## src/rtl/adder_bist.sv

```systemverilog
// Exhaustive built-in self-test for a combinational adder.
// Walks every {a, b, cin} combination. Each vector is held for SETTLE cycles
// and then checked for one cycle against a full-width reference sum.
// The block records the number of mismatches and the first failing vector.
`timescale 1ns/1ps

module adder_bist #(
    parameter int unsigned WIDTH  = 4,
    parameter int unsigned SETTLE = 2
) (
    input  logic                 clk,
    input  logic                 rst_n,
    input  logic                 start,
    output logic [WIDTH-1:0]     dut_a,
    output logic [WIDTH-1:0]     dut_b,
    output logic                 dut_cin,
    input  logic [WIDTH-1:0]     dut_s,
    input  logic                 dut_cout,
    output logic                 busy,
    output logic                 done,
    output logic                 pass,
    output logic [15:0]          err_count,
    output logic [2*WIDTH:0]     first_fail
);

    localparam int unsigned VW = 2 * WIDTH + 1;

    // The wait counter is 4 bits wide because SETTLE is at most 15.
    localparam logic [3:0]    WaitLoad = 4'(SETTLE - 1);
    localparam logic [VW-1:0] VecLast  = {VW{1'b1}};
    localparam logic [15:0]   ErrMax   = 16'hFFFF;

    typedef enum logic [1:0] {
        StIdle   = 2'd0,
        StSettle = 2'd1,
        StCheck  = 2'd2,
        StDone   = 2'd3
    } state_e;

    state_e state_q, state_d;

    logic [VW-1:0] vec_q, vec_d;
    logic [3:0]    wait_q, wait_d;
    logic [15:0]   err_q, err_d;
    logic [VW-1:0] ff_q, ff_d;
    logic          done_q, done_d;
    logic          pass_q, pass_d;

    // Decoded FSM events shared by the next-state and datapath logic.
    logic          accept;
    logic          settle_end;
    logic          last_vec;
    logic          mismatch;
    logic [WIDTH:0] ref_sum;
    logic [WIDTH:0] got_sum;

    // Start is honoured only outside a run; while busy it is ignored.
    assign accept     = start && ((state_q == StIdle) || (state_q == StDone));
    assign settle_end = (state_q == StSettle) && (wait_q == 4'd0);
    assign last_vec   = (vec_q == VecLast);

    // Reference sum at WIDTH+1 bits so that the carry-out is checked as well.
    always_comb begin
        ref_sum = {1'b0, dut_a} + {1'b0, dut_b} + {{WIDTH{1'b0}}, dut_cin};
        got_sum = {dut_cout, dut_s};
        mismatch = (got_sum != ref_sum);
    end

    // State register.
    always_ff @(posedge clk or negedge rst_n) begin
        if (!rst_n) begin
            state_q <= StIdle;
        end else begin
            state_q <= state_d;
        end
    end

    // Next-state logic.
    always_comb begin
        state_d = state_q;
        unique case (state_q)
            StIdle: begin
                if (accept) begin
                    state_d = StSettle;
                end
            end
            StSettle: begin
                if (settle_end) begin
                    state_d = StCheck;
                end
            end
            StCheck: begin
                state_d = last_vec ? StDone : StSettle;
            end
            StDone: begin
                if (accept) begin
                    state_d = StSettle;
                end
            end
            default: state_d = StIdle;
        endcase
    end

    // Outputs: the vector is presented only while a run is in progress.
    always_comb begin
        dut_a   = '0;
        dut_b   = '0;
        dut_cin = 1'b0;
        busy    = 1'b0;
        unique case (state_q)
            StSettle, StCheck: begin
                {dut_a, dut_b, dut_cin} = vec_q;
                busy = 1'b1;
            end
            default: begin
                busy = 1'b0;
            end
        endcase
    end

    // Datapath next-state logic: vector walk, settle timer and result capture.
    always_comb begin
        vec_d  = vec_q;
        wait_d = wait_q;
        err_d  = err_q;
        ff_d   = ff_q;
        done_d = done_q;
        pass_d = pass_q;

        if (accept) begin
            vec_d  = '0;
            wait_d = WaitLoad;
            err_d  = '0;
            ff_d   = '0;
            done_d = 1'b0;
            pass_d = 1'b0;
        end else if ((state_q == StSettle) && !settle_end) begin
            wait_d = wait_q - 4'd1;
        end else if (state_q == StCheck) begin
            if (mismatch) begin
                // The first failure is captured while the count is still zero.
                if (err_q == 16'd0) begin
                    ff_d = vec_q;
                end
                if (err_q != ErrMax) begin
                    err_d = err_q + 16'd1;
                end
            end
            if (last_vec) begin
                // The verdict includes the comparison made in this same cycle.
                done_d = 1'b1;
                pass_d = (err_d == 16'd0);
            end else begin
                vec_d  = vec_q + VW'(1);
                wait_d = WaitLoad;
            end
        end
    end

    // Datapath registers; reset discards any partial run.
    always_ff @(posedge clk or negedge rst_n) begin
        if (!rst_n) begin
            vec_q  <= '0;
            wait_q <= '0;
            err_q  <= '0;
            ff_q   <= '0;
            done_q <= 1'b0;
            pass_q <= 1'b0;
        end else begin
            vec_q  <= vec_d;
            wait_q <= wait_d;
            err_q  <= err_d;
            ff_q   <= ff_d;
            done_q <= done_d;
            pass_q <= pass_d;
        end
    end

    assign done       = done_q;
    assign pass       = pass_q;
    assign err_count  = err_q;
    assign first_fail = ff_q;

endmodule

```

## config.mk

```make
export PLATFORM = sky130hd
export DESIGN_NAME = adder_bist
export DESIGN_NICKNAME = d
export VERILOG_FILES = /design/src/rtl/adder_bist.sv
export SDC_FILE = /design/constraint.sdc
export NUM_CORES = 1
export LEC_CHECK = 0
export BUFFER_PORTS_ARGS = -buffer_cell sky130_fd_sc_hd__buf_2
export CAP_MARGIN = 10
export CORE_ASPECT_RATIO = 1.4
export CORE_UTILIZATION = 61
export CTS_CLUSTER_SIZE = 40
export DETAILED_ROUTE_END_ITERATION = 12
export PLACE_DENSITY_LB_ADDON = 0.3
export SYNTH_ARGS = -nofsm -noshare
export SYNTH_HDL_FRONTEND = slang
export SYNTH_SLANG_ARGS = --single-unit
```

## constraint.sdc

```tcl
create_clock -name clk -period 7 [get_ports clk]
set_input_delay 0.7 -clock clk [delete_from_list [all_inputs] [get_ports clk]]
set_output_delay 0.7 -clock clk [all_outputs]
set_load 0.02 [all_outputs]
```

* After elaboration in Yosys (flattened, before gate mapping)
Cells that the tools add are included. W data, S select, Z words.
Word-level totals: memory bits (writable) 0, register bits after elaboration 42, memories 0, logic and storage cells 82, latch bits 0, ROM bits 0
Cells by class: bitwise gates (word level) 0, muxes and demuxes 37, shifts and indexed selects 0, $add $sub $neg 5, order comparisons 0, reduce and logical (&&, ||, !) cells 22, multiply operators 0, eq/ne operators 11, div/mod/pow operators 0
Operators with widths (number):
- $mux W16 | 8
- $mux W9 | 9
- $logic_not A16 Y1 | 2
- $mux W4 | 6
- $add A16 B1 Y16 const B | 1
- $ne A16 B16 Y1 const B | 1
- $mux W1 | 10
- $add A9 B1 Y9 const B | 1
- $eq A9 B9 Y1 const B | 1
- $reduce_bool A2 Y1 | 4
- $mux W2 | 3
- $ne A2 B2 Y1 const B | 3
- $pmux W2 S3 | 1
- $reduce_and A2 Y1 | 3
- $reduce_and A3 Y1 | 2
- $add A4 B4 Y5 | 1
- $add A5 B1 Y5 | 1
- $ne A5 B5 Y1 | 1
- $eq A2 B2 Y1 const B | 2
- $logic_not A4 Y1 | 1
- $reduce_and A4 Y1 | 1
- $reduce_or A2 Y1 | 2
- $sub A4 B1 Y4 const B | 1
- $logic_and A1 B1 Y1 | 3
- 7 further kinds | 7

* Depth between registers and ports, before layout
Gate-level depths: netlist of the first run.
word-level depth 15, mapped depth 14, gate-level depth less buffers 12

* Worst setup path before layout of the first run
No wires, ideal clock.
path type flip-flop to flip-flop, start reg state_q[0], end reg pass_q (netlist: pass), setup slack 2.690 ns, stages on the path, launching flop included 14, data required time 6.908 ns, library setup time 0.092 ns, period minus slack after synthesis 4.310 ns, arrival time 4.218 ns, buffers on the path 1, cell sequence dfrtp_1 > inv_1 > ha_1 > clkbuf_1 > nor2b_1 > fa_1 > fa_1 > and3_1 > or3_1 > a221oi_2 > nor3_1 > or4_1 > or4_1 > o31ai_2
On the way: cells in the longest elaborated chain, start to end 15, elaborated cells between the ends (all ways) 29
Ends and longest elaborated chain:
- from (decl) | RTL line 40 | state_e state_q, state_d;
- from (signal assigned) | RTL line 72 | state_q <= StIdle;
- from (signal assigned) | RTL line 74 | state_q <= state_d;
- $eq A2 B1 Y1 or $eq A2 B2 Y1 (tied branches) | RTL line 110 | unique case (state_q)
- $reduce_or A2 Y1 (*) | RTL line 110
- $mux W4 (*) | RTL line 110
- named net dut_a[0] | RTL line 14 | output logic [WIDTH-1:0] dut_a,
- $add A4 B4 Y5 (*) | RTL line 64 | ref_sum = {1'b0, dut_a} + {1'b0, dut_b} + {{WIDTH{1'b0}}, dut_cin};
- $add A5 B1 Y5 (*) | RTL line 64
- $ne A5 B5 Y1 (*) | RTL line 66 | mismatch = (got_sum != ref_sum);
- $mux W16 (*) | RTL line 140 | if (mismatch) begin
- $mux W16 (*) | RTL line 139 | end else if (state_q == StCheck) begin
- $mux W16 (*) | RTL line 137 | end else if ((state_q == StSettle) && !settle_end) begin
- $mux W16 (*) | RTL line 130 | if (accept) begin
- $logic_not A16 Y1 (*) | RTL line 152 | pass_d = (err_d == 16'd0);
- $mux W1 (*) | RTL line 149 | if (last_vec) begin
- $mux W1 (*) | RTL line 139
- $mux W1 (*) | RTL line 137
- $mux W1 (*) | RTL line 130
- to (signal assigned) | RTL line 175 | pass_q <= pass_d;
- to (decl) | RTL line 47 | logic pass_q, pass_d;
Mark *: on every way through the listed nets, which the timed path passes. The rest lies on a longest branch. The select of a mux whose other input is x is not followed. A chain may end at the register's enable or synchronous reset.

* Final worst setup path of the first run
start reg state_q[0], end reg pass_q (netlist: pass)
On the way: cells in the longest elaborated chain, start to end 15, elaborated cells between the ends (all ways) 29
Ends and longest elaborated chain (RTL line):
- $eq A2 B1 Y1 or $eq A2 B2 Y1 (tied branches)
- $reduce_or A2 Y1 | 110
- $mux W4 | 110
- $add A4 B4 Y5 | 64
- $add A5 B1 Y5 | 64
- $ne A5 B5 Y1 | 66
- $mux W16 | 140
- $mux W16 | 139
- $mux W16 | 137
- $mux W16 | 130
- $logic_not A16 Y1 | 152
- $mux W1 | 149
- $mux W1 | 139
- $mux W1 | 137
- $mux W1 | 130
Several ways; a longest one is shown, not always the timed one. The select of a mux whose other input is x is not followed.

==> results.yml, run 1 <==
outcome:
  status: "complete, no violations"
power_and_ir_drop:
  clkPwrFrac_pct: 21.9
  seq_power_share_pct: 35.9
  power_frac_comb_pct: 42.1
  ir_drop_mv: 0.1969
  swShare_pct: 41.65
  p_int_uw: 497.0
  leakage_uw: 0.001483
  p_switching_uw: 354.7
  p_per_area_mw_per_mm2: 277.7
cts:
  clkSlewWorstSetupHoldPaths_ns: 0.08
  post-cts-setup-buffer-count: 0
  h-tree-depth: 2
  cts-buffers-inserted: 5
  ctsResizeCount: 0
  clk_latency_ns: 0.29
  holdBufCountCts: 0
  cts_buffer_depth: 2
  cts_tree: "yes"
  cts_root_buf: "clkbuf_8"
  clkSinkCount: 42
setup_path:
  regToRegStartpoint: "state_q[0]"
  r2r_cells: 12
  cp-end-kind: "flop"
  worstReg2RegEnd: "pass"
  r2r_setup_slack_ns: 2.20
  cp.arrival_ns: 5.00
  crit_fanout: 16
  path_class: "reg -> reg"
  cp.required_ns: 7.21
  cp-startpoint: "state_q[0]"
  start_kind: "flop"
logic_synthesis:
  yosysMostFrequentCell: "dfrtp_1"
  yosysTopAreaCell: "dfrtp_1"
  synth_ff_type: "dfrtp_1"
  netlist_top_cells_count: "42 x dfrtp_1, 34 x nor2_1, 28 x nand2_1, 13 x nor2b_1, 13 x xor2_1"
  async_flop_share_pct: 100.0
  synth_seq_area_share_pct: 39.02
  synth_top_family_by_area: "simple AND/OR/NAND/NOR gates"
  synthSimpleGateAreaFrac_pct: 27.26
  synthXorXnorAreaFrac_pct: 6.688
  synth_edf_count: 0
  synth_compound_area_share_pct: 15.28
  synth.top_cell.area_share_pct: 39.02
  ys_seq_elements: 42
  synth_fa_ha_area_share_pct: 6.595
  syn_avg_cell_area_um2: 9.009
  synthMuxAreaShare_pct: 1.904
  synth.distinct_cells: 52
  synthCells: 299
  synth_warnings: 0
  synth_nets: 320
  netlist_area_mm2: 0.002694
  synthTopCellsByArea: "dfrtp_1 39%, ha_1 5.1%, nor2_1 4.7%"
sta:
  rsz0062_at_grt: "false"
  timing.setup.tns_ns: 0
  skew_ns: 0.004754
  clock.fmax_mhz: 208.5
  finalHoldViolCount: 0
  drv_slew: 0
  finalCritPeriodShare_pct: 68.52
  tightestPinTransition_ns: 0.9745
  min_period_ns: 4.797
  slew_headroom_pct: 35.03
  setup_violations: 0
detailed_routing:
  drt_wl_total_um: 6215
  top_layer: "met4"
  drt-initial-drc-count: 116
  drc_errors: 0
  wl_met1_um: 2516
  via_count: 2360
  firstDrtPassIters: 4
  wl_per_cell_um: 15.50
  met2WireLength_um: 3377
  drt-vias-per-instance: 5.885
  ant_nets: 0
  dr_wl_met3_um: 226
floorplanning:
  ios: 45
  initial_core_util_pct: 63.55
  rows: 28
  dieArea_mm2: 0.004690
  die_w_um: 58.17
  core_area_mm2: 0.004239
  die_h_um: 80.63
min_path:
  hold_start: "done"
  hold_depth: 2
  hp-class: "reg -> reg"
  min_to: "done"
run:
  cap_violations: 0
global_routing:
  grt_overflow: 0
  grt_pass1_wl_um: 10120
  grt_util_all_layers_pct: 28.11
  grt_max_degree: 43
  first_global_vias: 2264
  antenna_found_initial: 0
final_layout:
  num_antenna_cells: 0
  ff_latch_area_mm2: 0.001051
  fillers: 332
  nNetsFinal: 361
  multi_input_area_mm2: 0.001555
  syn_to_final_growth_pct: 13.84
  drive_above_1_share_pct: 18.18
  design_area_mm2: 0.003067
placed_design:
  gp_congestion: 0.9025
  place.port_buffers: 44
  dpl.hpwl_um: 4578
  place_area_mm2: 0.002958
[critical path: stages (launching register included)]
cell	delay, ns
dfrtp_1	0.37
inv_1	0.06
ha_1	0.52
nor2b_1	0.14
fa_1	0.47
fa_1	0.43
and3_1	0.21
or3_1	0.38
a221oi_2	0.83
nor3_1	0.09
or4_1	0.54
or4_1	0.49
o31ai_2	0.17
[stage by stage]
stage / setup slack [ns] / utilization (%) / std cells / power (uW) / hold WS (ns)
CTS: 2.206 / 72.34 / 401 / 855.5 / 0.5091
detailed placement: 2.244 / 69.78 / 393 / 664.7 / 0.4909
floorplan: 2.690 / - / 299 / 562.1 / 0.4044
global placement: 2.382 / 69.78 / 393 / 649.7 / 0.4714
global route: 1.940 / 72.34 / 401 / 909.5 / 0.5247
finish: 2.203 / 72.34 / 401 / 851.7 / 0.5051
[worst max path at each step]
stage | slack, ns | depth (start not counted) | to
after CTS | 2.21 | 12 | pass
final | 2.20 | 12 | pass
after global placement | 2.38 | 12 | pass
after floorplan | 2.69 | 13 | pass
after detailed placement | 2.24 | 12 | pass
after global routing | 1.94 | 12 | pass
[layer usage]
metal  up-vias  global-route usage (%)
li1       1151                       -
met1      1132                   32.30
met2        64                   50.92
met3        13                   4.509
met4         0                   11.19
met5         -                       0
[final cells by class]
class,count,area share [%]
Multi-Input combinational cell,235,50.71
Tap cell,60,2.448
Sequential cell,42,34.27
Clock inverter,3,1.306
Inverter,9,1.102
Timing Repair Buffer,47,7.915
Clock buffer,5,2.244
[logic make-up (layout without fill, tap and decap cells)]
family,Yosys count,in the layout
buf+inv,22,64
fa+ha+maj,13,13
xor+xnor,19,19
mux,5,5
flops,42,42
simple gates,140,140
compound gates,58,58
[sequential cells by signal (all words and copies together) (netlist names)]
register	count
err_count	16
first_fail	9
vec_q	9
wait_q	4
state_q	2
done	1
pass	1
[power by group through the flow]
stage               clock, uW  sequential [uW]  combinational [uW]
finish                    187              306                 359
global route              200              311                 399
CTS                       192              305                 358
detailed placement          0              310                 355
global placement            0              308                 342
floorplan                   0              311                 251
[layout by cell type, fill, tap and decap left out, types with 9 or more instances in the layout]
master and instances:
ha_1 11, nand2_1 28, nor2_1 34, o21ai_0 10, nand3_1 11, xor2_1 13, a22o_1 11, a21oi_1 11
dfrtp_1 42, nor2b_1 13, buf_2 44, inv_1 9
No activity file was read; power rests on OpenSTA's default activity.
==> inputs of run 2 (changes only) <==
--- a/config.mk
+++ b/config.mk
@@ -8,7 +8,7 @@
 export BUFFER_PORTS_ARGS = -buffer_cell sky130_fd_sc_hd__buf_2
 export CAP_MARGIN = 10
 export CORE_ASPECT_RATIO = 1.4
-export CORE_UTILIZATION = 61
+export CORE_UTILIZATION = 56
 export CTS_CLUSTER_SIZE = 40
 export DETAILED_ROUTE_END_ITERATION = 12
 export PLACE_DENSITY_LB_ADDON = 0.3
==> constraint.sdc (replaced) <==
create_clock -name clk -period 4.7 [get_ports clk]
set_input_delay 0.47 -clock clk [delete_from_list [all_inputs] [get_ports clk]]
set_output_delay 0.47 -clock clk [all_outputs]
set_load 0.02 [all_outputs]
==> results.yml, run 2 (synthesis gave the netlist of run 1 again) <==
setup_path:
  path_class: "reg -> reg"
  cp.required_ns: 4.91
  worstReg2RegEnd: "pass"
  crit_fanout: 13
  cp.arrival_ns: 4.47
  regToRegStartpoint: "state_q[0]"
  cp-end-kind: "flop"
  r2r_cells: 12
  r2r_setup_slack_ns: 0.44
  start_kind: "flop"
sta:
  skew_ns: 0.006066
  drv_slew: 0
  min_period_ns: 4.260
  timing.setup.tns_ns: 0
  finalCritPeriodShare_pct: 90.64
  rsz0062_at_grt: "false"
  slew_headroom_pct: 27.12
  fin_hold_ws_ns: 0.2993
  finalHoldViolCount: 0
  setup_violations: 0
  tightestPinTransition_ns: 1.088
  clock.fmax_mhz: 234.7
cts:
  holdBufCountCts: 0
  cts_tree: "yes"
  clkSinkCount: 42
  cts-buffers-inserted: 5
  ctsResizeCount: 0
  clkSlewWorstSetupHoldPaths_ns: 0.08
  clk_latency_ns: 0.30
  h-tree-depth: 2
  cts_root_buf: "clkbuf_8"
  post-cts-setup-buffer-count: 0
  cts_buffer_depth: 2
power_and_ir_drop:
  swShare_pct: 39.39
  ir_drop_mv: 0.3278
  leakage_uw: 0.001498
  p_switching_uw: 523.2
  clkPwrFrac_pct: 26.7
  p_int_uw: 805.2
  total_power_uw: 1328
  power_frac_comb_pct: 39.0
  seq_power_share_pct: 34.3
  p_per_area_mw_per_mm2: 428.1
detailed_routing:
  drt-vias-per-instance: 5.906
  drc_errors: 0
  drt_wl_total_um: 6053
  dr_wl_met3_um: 215
  ant_nets: 0
  firstDrtPassIters: 5
  via_count: 2380
  wl_per_cell_um: 15.02
  top_layer: "met4"
  wl_met1_um: 2425
  met2WireLength_um: 3307
  drt-initial-drc-count: 72
min_path:
  hp-class: "in -> async"
global_routing:
  grt_util_all_layers_pct: 26.25
  grt_overflow: 0
  antenna_found_initial: 0
  grt_pass1_wl_um: 10210
  grt_max_degree: 43
  first_global_vias: 2234
placed_design:
  gp_congestion: 0.8785
  place.port_buffers: 44
  dpl.hpwl_um: 4520
final_layout:
  layout_commonest_cell: "buf_2"
  multi_input_area_mm2: 0.001555
  ff_latch_area_mm2: 0.001051
  nNetsFinal: 361
  fillers: 386
  largest_reg_flops: 16
  final_cell_mix: "44 x buf_2, 42 x dfrtp_1, 34 x nor2_1"
  num_antenna_cells: 0
  drive_above_1_share_pct: 18.18
  syn_to_final_growth_pct: 15.19
floorplanning:
  core_area_mm2: 0.004572
  die_w_um: 60.62
  rows: 29
  dieArea_mm2: 0.005096
  initial_core_util_pct: 58.92
  die_h_um: 84.07
  ios: 45
run:
  cap_violations: 0
outcome:
  status: "complete, no violations"
run 2: worst max-delay path by stage:
stage	to	cells after the start	startpoint
floorplan	pass	13	state_q[0]
detailed placement	pass	12	state_q[0]
global route	pass	12	state_q[0]
global placement	pass	12	state_q[0]
finish	pass	12	state_q[0]
CTS	pass	12	state_q[0]
run 2: power by group through the flow:
stage / Sequential (uW) / Clock, uW / Combinational, uW
floorplan: 463 / 0 / 374
global placement: 459 / 0 / 507
detailed placement: 462 / 0 / 519
CTS: 455 / 357 / 522
global route: 463 / 371 / 583
finish: 455 / 354 / 519
run 2: layer usage:
layer,vias up,track usage (%)
li1,1163,-
met1,1141,31.59
met4,0,9.298
met3,9,3.566
met5,-,0
met2,67,45.95
run 2: area by class of cell:
cell class	count	area share [%]
multi-input cells	235	50.12
flip-flops and latches	42	33.87
repair buffers	47	7.823
clock buffers	6	2.661
well taps	62	2.500
clock inverters	2	1.935
inverters	9	1.089
run 2: critical path: stages, from the launching register on:
cell      delay, ns
dfrtp_1        0.38
inv_1          0.06
ha_1           0.52
nor2b_1        0.14
fa_1           0.48
fa_1           0.41
and3_1         0.21
or3_1          0.39
a221oi_2       0.31
nor3_1         0.08
or4_1          0.52
or4_1          0.49
o31ai_2        0.19
run 2: per-stage QoR:
stage | setup WS [ns] | instance area [um^2] | utilization, % | cells
floorplan | 0.3904 | 2694 | - | 299
global placement | 0.5931 | 2960 | 64.75 | 395
detailed placement | 0.4831 | 2960 | 64.75 | 395
CTS | 0.4338 | 3103 | 67.87 | 403
global route | 0.1880 | 3103 | 67.87 | 403
finish | 0.4399 | 3103 | 67.87 | 403
==> inputs of run 3 (changes only) <==
--- a/config.mk
+++ b/config.mk
@@ -11,6 +11,7 @@
 export CORE_UTILIZATION = 56
 export CTS_CLUSTER_SIZE = 40
 export DETAILED_ROUTE_END_ITERATION = 12
+export GPL_TIMING_DRIVEN = 0
 export PLACE_DENSITY_LB_ADDON = 0.3
 export SYNTH_ARGS = -nofsm -noshare
 export SYNTH_HDL_FRONTEND = slang
==> results.yml, run 3 (synthesis gave the netlist of run 1 again) <==
cts:
  clkSinkCount: 42
  h-tree-depth: 2
  cts_tree: "yes"
  cts_root_buf: "clkbuf_8"
  cts_buffer_depth: 2
  post-cts-setup-buffer-count: 0
  clk_latency_ns: 0.31
  holdBufCountCts: 0
  cts-buffers-inserted: 5
  clkSlewWorstSetupHoldPaths_ns: 0.09
setup_path:
  cp-end-kind: "flop"
  cp.required_ns: 4.91
  critical_path_buf_inv_count: 1
  start_kind: "flop"
  crit_slowest_cell: "or4_1"
  path_class: "reg -> reg"
  path_delay_family: "simple AND/OR/NAND/NOR gates"
  crit_fanout: 13
  cp.arrival_ns: 4.62
  slowest_delay_ns: 0.51
  path_cells: "inv_1, ha_2, nor2b_1, fa_1, fa_1, and3_1, or3_1, a221oi_4, nor3_1, or4_1, or4_1, o31ai_2"
detailed_routing:
  drt-initial-drc-count: 101
  met2WireLength_um: 3427
  drc_errors: 0
  wl_per_cell_um: 15.59
  wl_met1_um: 2531
  top_layer: "met4"
  firstDrtPassIters: 4
  drt_wl_total_um: 6440
  drt-vias-per-instance: 5.884
  dr_wl_met3_um: 194
  via_count: 2430
  ant_nets: 0
sta:
  fin_hold_ws_ns: 0.2896
  finalHoldViolCount: 0
  timing.setup.tns_ns: 0
  finalCritPeriodShare_pct: 93.95
  drv_slew: 0
  tightestPinTransition_ns: 0.9120
  rsz0062_at_grt: "false"
  slew_headroom_pct: 39.20
  clock.fmax_mhz: 226.5
  min_period_ns: 4.416
  skew_ns: 0.01100
  setup_violations: 0
power_and_ir_drop:
  power_frac_comb_pct: 40.1
  p_switching_uw: 542.8
  p_per_area_mw_per_mm2: 429.4
  ir_drop_mv: 0.2919
  swShare_pct: 40.13
  clkPwrFrac_pct: 26.3
  p_int_uw: 809.7
  seq_power_share_pct: 33.6
  leakage_uw: 0.001523
floorplanning:
  rows: 29
  die_w_um: 60.62
  ios: 45
  die_h_um: 84.07
  core_area_mm2: 0.004572
  dieArea_mm2: 0.005096
  initial_core_util_pct: 58.92
final_layout:
  final_cell_mix: "49 x buf_2, 42 x dfrtp_1, 34 x nor2_1"
  design_area_mm2: 0.003149
  fin_cells: 413
  nNetsFinal: 371
  largest_reg_flops: 16
  drive_above_1_share_pct: 18.52
  num_antenna_cells: 0
  fillers: 410
  syn_to_final_growth_pct: 16.91
  layout_commonest_cell: "buf_2"
  final_util_pct: 68.88
placed_design:
  placed_cells: 406
  place.port_buffers: 44
  place_area_mm2: 0.002997
  dpl.hpwl_um: 4721
  gp_congestion: 0.9639
global_routing:
  grt_pass1_wl_um: 10730
  first_global_vias: 2356
  grt_overflow: 0
  grt_util_all_layers_pct: 27.87
  antenna_found_initial: 0
  grt_max_degree: 43
min_path:
  hp-class: "in -> async"
outcome:
  status: "complete, no violations"
run:
  cap_violations: 0
-- run 3: cell count changes in the layout (fill, tap and decap cells not counted), sizes merged --
cell / delta
buf: +3
clkbuf: +7
-- run 3: final timing paths --
path / startpoint / end / slack, ns / depth (start not counted)
max: state_q[0] / pass / 0.28 / 12
min: rst_n / wait_q[2] / 0.29 / 1
max reg2reg: state_q[0] / pass / 0.28 / 12
min reg2reg: wait_q[3] / wait_q[3] / 0.49 / 1
max in group asynchronous: rst_n / err_count[11] / 3.84 / 1
min in group clk: start / wait_q[0] / 0.47 / 3
-- run 3: stage by stage --
stage	total power, uW	setup WS [ns]
after floorplan	837.1	0.3904
after global placement	975.9	0.1181
after detailed placement	990.4	0.007670
after CTS	1352	0.06446
after global routing	1437	0.1044
final	1352	0.2844
-- run 3: layout make-up --
type / instances / area (um^2) / area share, %
Buffer: 12 / 50.05 / 1.589
Clock buffer: 6 / 82.58 / 2.622
Clock inverter: 2 / 60.06 / 1.907
Inverter: 9 / 33.78 / 1.073
Multi-Input combinational cell: 235 / 1569 / 49.82
Sequential cell: 42 / 1051 / 33.37
Tap cell: 62 / 77.57 / 2.463
Timing Repair Buffer: 45 / 225.2 / 7.151
-- run 3: what timing repair did --
action / in CTS / in global routing
gates resized for setup: 1 / 1
cloned: 0 / 0
setup endpoints to repair: 1 / 11
pin swaps: 0 / 0
-- run 3: layer usage --
metal	up-vias	global-route usage [%]
li1	1178	-
met1	1158	31.27
met2	69	48.35
met5	-	0
met4	0	14.88
met3	25	4.186
-- run 3: power groups by stage --
stage / sequential, uW / clock (uW) / combinational (uW)
after global placement: 457 / 0 / 519
after global routing: 458 / 374 / 606
after detailed placement: 459 / 0 / 531
final: 454 / 356 / 542
after floorplan: 463 / 0 / 374
after CTS: 453 / 359 / 540
